### src/rtl/mips_pkg.sv
// Shared MIPS definitions: default widths, instruction word type,
// opcode/funct encodings and the built-in program image.
package mips_pkg;

   localparam int DEFAULT_ADDR_W = 8;
   localparam int DEFAULT_DATA_W = 32;
   localparam int IMAGE_WORDS    = 64;

   typedef logic [31:0] instr_t;

   // Primary opcodes
   localparam logic [5:0] OP_RTYPE = 6'h00;
   localparam logic [5:0] OP_ADDI  = 6'h08;
   localparam logic [5:0] OP_SW    = 6'h2B;
   localparam logic [5:0] OP_LW    = 6'h23;
   localparam logic [5:0] OP_BEQ   = 6'h04;
   localparam logic [5:0] OP_J     = 6'h02;

   // R-type funct codes
   localparam logic [5:0] FN_ADD = 6'h20;
   localparam logic [5:0] FN_SUB = 6'h22;

   // Register numbers used by the program
   localparam logic [4:0] R_ZERO = 5'd0;
   localparam logic [4:0] R_T0   = 5'd8;
   localparam logic [4:0] R_T1   = 5'd9;
   localparam logic [4:0] R_T2   = 5'd10;
   localparam logic [4:0] R_T3   = 5'd11;
   localparam logic [4:0] R_T4   = 5'd12;

   function automatic instr_t enc_r(input logic [4:0] rs, input logic [4:0] rt,
                                    input logic [4:0] rd, input logic [5:0] funct);
      return {OP_RTYPE, rs, rt, rd, 5'd0, funct};
   endfunction

   function automatic instr_t enc_i(input logic [5:0] op, input logic [4:0] rs,
                                    input logic [4:0] rt, input logic [15:0] imm);
      return {op, rs, rt, imm};
   endfunction

   function automatic instr_t enc_j(input logic [25:0] target);
      return {OP_J, target};
   endfunction

   // Program image, one word per entry; everything past the jump is nop.
   localparam instr_t PROG_IMAGE [IMAGE_WORDS] = '{
      0:       enc_i(OP_ADDI, R_ZERO, R_T0, 16'd5),    // addi $t0,$zero,5
      1:       enc_i(OP_ADDI, R_ZERO, R_T1, 16'd10),   // addi $t1,$zero,10
      2:       enc_r(R_T0, R_T1, R_T2, FN_ADD),        // add  $t2,$t0,$t1
      3:       enc_r(R_T1, R_T0, R_T3, FN_SUB),        // sub  $t3,$t1,$t0
      4:       enc_i(OP_SW, R_ZERO, R_T2, 16'd0),      // sw   $t2,0($zero)
      5:       enc_i(OP_LW, R_ZERO, R_T4, 16'd0),      // lw   $t4,0($zero)
      6:       enc_i(OP_BEQ, R_T2, R_T4, 16'd1),       // beq  $t2,$t4,+1
      7:       32'h0000_0000,                          // nop
      8:       enc_j(26'd0),                           // j    0
      default: 32'h0000_0000
   };

endpackage

### src/rtl/instruction_memory.sv
// Read-only, big-endian byte-array instruction ROM. The fetch path is purely
// combinational from pc; clk and rst exist only for interface uniformity.
module instruction_memory
   import mips_pkg::*;
#(
   parameter int ADDR_W = DEFAULT_ADDR_W,
   parameter int DATA_W = DEFAULT_DATA_W
) (
   input  logic              clk,
   input  logic              rst,
   input  logic [ADDR_W-1:0] pc,
   output logic [DATA_W-1:0] instruct
);

   localparam int NUM_BYTES = 2 ** ADDR_W;
   localparam int NUM_WORDS = NUM_BYTES / 4;

   // Byte-addressed storage, filled from the word image (MSB byte at lowest address).
   logic [7:0] rom_bytes [NUM_BYTES];

   for (genvar gi = 0; gi < NUM_WORDS; gi++) begin : g_word
      instr_t word_init;
      if (gi < IMAGE_WORDS) begin : g_img
         assign word_init = PROG_IMAGE[gi];
      end else begin : g_pad
         assign word_init = '0;
      end
      assign rom_bytes[4*gi + 0] = word_init[31:24];
      assign rom_bytes[4*gi + 1] = word_init[23:16];
      assign rom_bytes[4*gi + 2] = word_init[15:8];
      assign rom_bytes[4*gi + 3] = word_init[7:0];
   end

   // Aligned word base: the two low pc bits are dropped, so misaligned
   // fetches return the enclosing word instead of trapping.
   logic [ADDR_W-1:0] base_addr;
   assign base_addr = {pc[ADDR_W-1:2], 2'b00};

   // Combinational big-endian fetch of the four bytes of the word.
   always_comb begin
      instruct = DATA_W'({rom_bytes[base_addr],
                          rom_bytes[base_addr + ADDR_W'(1)],
                          rom_bytes[base_addr + ADDR_W'(2)],
                          rom_bytes[base_addr + ADDR_W'(3)]});
   end

   // clk, rst and the byte-offset bits intentionally have no effect on the output.
   logic unused_ok;
   assign unused_ok = &{1'b0, clk, rst, pc[1:0]};

endmodule

### config.mk
export PLATFORM = sky130hd
export DESIGN_NAME = instruction_memory
export DESIGN_NICKNAME = d
export VERILOG_FILES = /design/src/rtl/mips_pkg.sv /design/src/rtl/instruction_memory.sv
export SDC_FILE = /design/constraint.sdc
export NUM_CORES = 1
export LEC_CHECK = 0
export CORE_MARGIN = 2
export CORE_UTILIZATION = 27
export DETAILED_ROUTE_END_ITERATION = 8
export PLACE_DENSITY = 0.82
export SETUP_SLACK_MARGIN = 0.5
export SLEW_MARGIN = 20
export SYNTH_ARGS = -nofsm -noshare
export SYNTH_HDL_FRONTEND = slang
export SYNTH_SLANG_ARGS = --single-unit
### constraint.sdc
create_clock -name vclk -period 1.73
set_clock_uncertainty 0.05 [all_clocks]
set_input_delay 0.519 -clock vclk [all_inputs]
set_output_delay 0.519 -clock vclk [all_outputs]
set_load 0.03 [all_outputs]
==> flow_metrics.py, run 1 <==
metrics = {
    "status": {
        "outcome": "finished, violations left",
        "violations": "setup timing",
    },
    "synthesis": {
        "synth_warnings": 0,
        "synth_mux_area_share_pct": 0,
        "synth_cells": 50,
        "synth_area_leader_cell": "buf_4",
        "synth_xor_area_share_pct": 0,
        "yosys.area.top_type_share_pct": 33.6,
        "synth_top_family_by_area": "simple AND/OR/NAND/NOR gates",
        "synthAdderAreaFrac_pct": 13.2,
        "synthSimpleGateAreaFrac_pct": 40.5,
        "synth.area.top_cells": "buf_4 (34%), ha_1 (13%), and2_1 (6.6%)",
        "yosysSeqAreaShare_pct": 0,
        "synth_area_um2": 380,
        "syn_area_per_cell_um2": 7.61,
        "yosys.cell_types.count": 21,
        "synth-compound-area-share_pct": 5.92,
    },
    "floorplan": {
        "pin_count": 42,
        "dieArea_mm2": 0.00173,
        "start_util_pct": 29.2,
        "dieWidth_um": 41.5,
        "die_height_um": 41.5,
        "rows": 13,
        "core-area_mm2": 0.00130,
    },
    "sta": {
        "slew_viol_final": 0,
        "rsz0062_at_grt": "yes",
        "layout_min_cycle_time_ns": 2.09,
        "tns_ns": -5.89,
        "worst_slack_ns": -0.357,
        "max_freq_mhz": 479,
        "timing.final.setup_violations": 20,
        "hold_viol": 0,
        "period_share_pct": 121,
    },
    "power_and_ir_drop": {
        "pwr-share-comb_pct": 100.0,
        "p_int_mw": 0.0916,
        "p_sw_mw": 0.108,
        "swShare_pct": 54.1,
        "peakVddDrop_mv": 0.109,
        "seqPwrFrac_pct": 0,
        "p_leak_nw": 0.434,
        "clock_power_share_pct": 0,
        "power_density_mw_per_mm2": 213,
    },
    "global_route": {
        "overflow": 0,
        "use_met1_pct": 14.8,
        "grtUsageTotal_pct": 12.4,
        "grt_pass1_vias": 420,
        "antenna_found_initial": 0,
        "met3_usage_pct": 0.435,
        "grt_first_pass_wirelength_mm": 1.83,
        "globalRouteMet2Util_pct": 25.3,
        "busiest_layer": "met2",
        "grt_max_degree": 7,
    },
    "critical_path": {
        "cp_max_fo": 2,
        "cp.required_ns": 1.16,
        "cp.arrival_ns": 1.52,
        "path_cells": "buf_8, buf_6, or3_4, buf_6, nor3b_4, buf_6",
        "cp-start-kind": "input pin",
        "timing_worst_setup_path_type": "in2out",
        "crit_path_frequent_cell": "buf_6",
        "slowest_delay_ns": 0.35,
        "slowest_stage": "or3_4",
        "end_kind": "output pin",
    },
    "clock_network": {
        "hold_buffers": 0,
    },
    "run": {
        "max-cap-violations": 0,
    },
    "finish": {
        "design.seq.count": 0,
        "fin_nets": 104,
        "clock_buffers": 0,
        "drive_above_1_share_pct": 80.7,
        "fin_cells": 103,
        "mostFrequentLayoutCells": "buf_6 (32), conb_1 (12), buf_4 (10)",
        "area_growth_pct": 146,
        "fill_cells": 93,
        "regArea_um2": 0,
        "fin_util_pct": 71.8,
        "final_common_cell": "buf_6",
        "diodes": 0,
    },
    "detailed_routing": {
        "drc": 0,
        "routed_wl_mm": 1.27,
        "drtIter0Drc": 3,
        "vias_per_cell": 4.27,
        "wl_per_cell_um": 12.4,
        "vias": 440,
        "drt_pre_antenna_iters": 2,
        "ant_nets": 0,
    },
    "placement": {
        "portBuffers": 26,
        "place_ws_ns": -0.971,
        "place.gp.congestion": 0.757,
        "place_inst": 97,
        "dp_hpwl_um": 881,
    },
    "min_path": {
        "worst_hold_path_type": "in2out",
    },
}
==> Yosys cell counts, drive strengths merged, types with 2 or more instances <==
cell type  number
nor2            2
and4bb          2
and2            4
inv             2
buf            18
ha              4
nand2b          2
a21oi           3
and4b           2
==> metrics by stage <==
stage               hold slack (ns)  power (mW)  cell area, µm²
finish                         1.42       0.200             935
floorplan                      1.15       0.123             563
CTS                            1.46       0.182             871
global placement               1.87       0.154             717
detailed placement             1.89       0.156             717
global route                   1.43       0.211             935
==> critical path, delay by kind of cell <==
family / cells / cell delay, ns
simple gates: 2 / 0.51
buf+inv: 4 / 0.49
==> cell type report <==
type	instances	area, µm²	area share (%)
multi-input cells	40	409	43.8
repair buffers	46	495	53.0
inverters	2	11.3	1.20
well taps	15	18.8	2.01
==> kinds of logic (layout without fill, tap and decap cells) <==
family | after synthesis | in the layout
AOI/OAI and AO/OA | 4 | 4
adders and majority gates | 4 | 4
buffers and inverters | 21 | 48
other | 1 | 12
and+or+nand+nor | 20 | 20
==> power groups by stage <==
stage / registers, mW / logic, mW / clock network (mW)
detailed placement: 0 / 0.156 / 0
CTS: 0 / 0.182 / 0
global placement: 0 / 0.154 / 0
global route: 0 / 0.211 / 0
floorplan: 0 / 0.123 / 0
finish: 0 / 0.200 / 0
==> repair_timing <==
item                       CTS  global route
pin swaps                   13            10
buffers inserted             5             1
cloned                       0             0
setup endpoints to repair   20            20
resized for setup           64            18
==> routing by layer <==
metal | wire [µm] | share of wire (%)
met4 | 25 | 2.0
met3 | 77 | 6.0
met2 | 693 | 54
met1 | 478 | 38
met5 | 0 | 0
==> worst paths after layout <==
check           end   from  slack (ns)  cells past startpoint
min    instruct[17]  pc[4]        1.42                      3
max    instruct[29]  pc[7]       -0.36                      6
Power figures use the tool's default switching activity.
==> run 2: changes to the inputs <==
--- a/config.mk
+++ b/config.mk
@@ -5,12 +5,14 @@
 export SDC_FILE = /design/constraint.sdc
 export NUM_CORES = 1
 export LEC_CHECK = 0
+export ABC_AREA = 1
 export CORE_MARGIN = 2
-export CORE_UTILIZATION = 27
+export CORE_UTILIZATION = 25
 export DETAILED_ROUTE_END_ITERATION = 8
-export PLACE_DENSITY = 0.82
+export PLACE_DENSITY = 0.79
 export SETUP_SLACK_MARGIN = 0.5
 export SLEW_MARGIN = 20
 export SYNTH_ARGS = -nofsm -noshare
 export SYNTH_HDL_FRONTEND = slang
 export SYNTH_SLANG_ARGS = --single-unit
+export TNS_END_PERCENT = 5
==> flow_metrics.py, run 2 <==
metrics = {
    "synthesis": {
        "synth_area_um2": 355,
        "yosysMostFrequentCell": "buf_4",
        "yosysSeqAreaShare_pct": 0,
        "yosys.cell_types.count": 13,
        "ys_top_cells_by_count": "buf_4 (17), inv_1 (10), nand2_1 (8), nor2_1 (7), ha_1 (4)",
        "syn_area_per_cell_um2": 6.02,
        "synth.area.top_cells": "buf_4 (36%), ha_1 (14%), inv_1 (11%)",
        "synth_area_leader_cell": "buf_4",
        "synth_cells": 59,
        "yosys.area.top_type_share_pct": 35.9,
        "synth_warnings": 0,
    },
    "floorplan": {
        "start_util_pct": 27.0,
        "die_height_um": 41.7,
        "dieWidth_um": 41.7,
        "rows": 13,
        "core-area_mm2": 0.00132,
        "dieArea_mm2": 0.00174,
        "pin_count": 42,
    },
    "critical_path": {
        "cp.arrival_ns": 1.24,
        "timing_worst_setup_path_type": "in2out",
        "cp.required_ns": 1.16,
        "end_kind": "output pin",
        "cp_max_fo": 3,
        "cp-start-kind": "input pin",
    },
    "sta": {
        "hold_viol": 0,
        "max_freq_mhz": 553,
        "layout_min_cycle_time_ns": 1.81,
        "slew_viol_final": 0,
        "rsz0062_at_grt": "yes",
        "tns_ns": -0.833,
        "worst_slack_ns": -0.0784,
        "timing.final.setup_violations": 19,
        "period_share_pct": 105,
    },
    "power_and_ir_drop": {
        "swShare_pct": 62.1,
        "p_sw_mw": 0.113,
        "seqPwrFrac_pct": 0,
        "clock_power_share_pct": 0,
        "peakVddDrop_mv": 0.0931,
        "power_density_mw_per_mm2": 215,
        "p_int_mw": 0.0686,
        "p_leak_nw": 0.404,
        "power_mw": 0.181,
        "pwr-share-comb_pct": 100.0,
    },
    "global_route": {
        "grt_first_pass_wirelength_mm": 1.71,
        "overflow": 0,
        "grtUsageTotal_pct": 11.6,
        "grt_max_degree": 5,
        "antenna_found_initial": 0,
        "grt_pass1_vias": 404,
    },
    "min_path": {
        "min_from": "pc[7]",
        "hold_depth": 5,
        "hold_end": "instruct[27]",
        "worst_hold_path_type": "in2out",
    },
    "finish": {
        "design.seq.count": 0,
        "mostFrequentLayoutCells": "buf_6 (28), conb_1 (12), nor2_4 (8)",
        "fill_cells": 109,
        "regArea_um2": 0,
        "fin_nets": 105,
        "area_growth_pct": 137,
        "diodes": 0,
        "drive_above_1_share_pct": 78.7,
        "final_common_cell": "buf_6",
        "clock_buffers": 0,
    },
    "detailed_routing": {
        "ant_nets": 0,
        "vias_per_cell": 4.01,
        "drtIter0Drc": 2,
        "drc": 0,
        "drt_pre_antenna_iters": 2,
        "vias": 417,
        "routed_wl_mm": 1.03,
        "wl_per_cell_um": 9.92,
    },
    "status": {
        "outcome": "finished, violations left",
        "violations": "setup timing",
    },
    "placement": {
        "dp_hpwl_um": 729,
        "portBuffers": 26,
        "place.gp.congestion": 0.794,
    },
    "clock_network": {
        "hold_buffers": 0,
    },
    "run": {
        "max-cap-violations": 0,
    },
}
## run 2: cell families (layout without fill, tap and decap cells)
group | count (synthesis) | after routing | share of synthesized area (%)
AO/OA/AOI/OAI | 2 | 2 | 2.82
adder cells (fa/ha/maj) | 4 | 4 | 14.1
buffers and inverters | 28 | 47 | 47.5
other | 1 | 12 | 1.06
AND/OR/NAND/NOR | 24 | 24 | 34.5
## run 2: layer usage
layer  part of all wire (%)  track usage [%]  wire, µm  vias up
met5                      0                0         0        -
met4                      0                0         0        0
met3                    4.9            0.435        51        0
met2                     59             22.8       604       18
met1                     37             14.5       377      194
li1                       -                -         -      205
## run 2: critical path: stages
cell,delay [ns]
buf_8,0.11
inv_8,0.05
ha_4,0.14
buf_4,0.11
nand3_2,0.09
nand2_1,0.10
buf_6,0.13
## run 2: repair_timing
item	4_1_cts	5_1_grt
pin swaps	14	10
endpoints found under the setup margin	20	20
hold endpoints to repair	0	0
resized for setup	74	16
buffers inserted	3	1
## run 2: area by class of cell
| cell class | instances | area, µm² | share of cell area, % |
|---|---|---|---|
| tap | 15 | 18.8 | 2.23 |
| multi-input combinational | 42 | 375 | 44.6 |
| timing repair buffer | 36 | 390 | 46.4 |
| inverter | 11 | 56.3 | 6.70 |
## run 2: power groups by stage
stage          registers, mW  clock network [mW]  logic [mW]
3_3_place_gp               0                   0       0.131
2_1_floorplan              0                   0       0.108
5_1_grt                    0                   0       0.192
3_5_place_dp               0                   0       0.132
6_report                   0                   0       0.181
4_1_cts                    0                   0       0.169
## run 2: how the worst max path moves through the flow
stage / startpoint / end / slack [ns] / depth (start not counted)
2_1_floorplan: pc[7] / instruct[21] / -0.04 / 4
5_1_grt: pc[2] / instruct[0] / -0.12 / 7
3_5_place_dp: pc[2] / instruct[29] / -0.55 / 6
4_1_cts: pc[2] / instruct[27] / -0.05 / 8
6_report: pc[2] / instruct[0] / -0.08 / 7
3_3_place_gp: pc[2] / instruct[29] / -0.52 / 6
## run 2: metrics by stage
step,hold WS [ns],cells,instance area (µm²),setup slack [ns],utilization (%)
final,1.34,104,841,-0.0784,63.8
after floorplan,1.09,70,450,-0.0398,-
after CTS,1.34,103,787,-0.0536,59.7
after detailed placement,1.82,100,593,-0.553,45.0
after global placement,1.80,100,593,-0.520,45.0
after global routing,1.38,104,841,-0.118,63.8
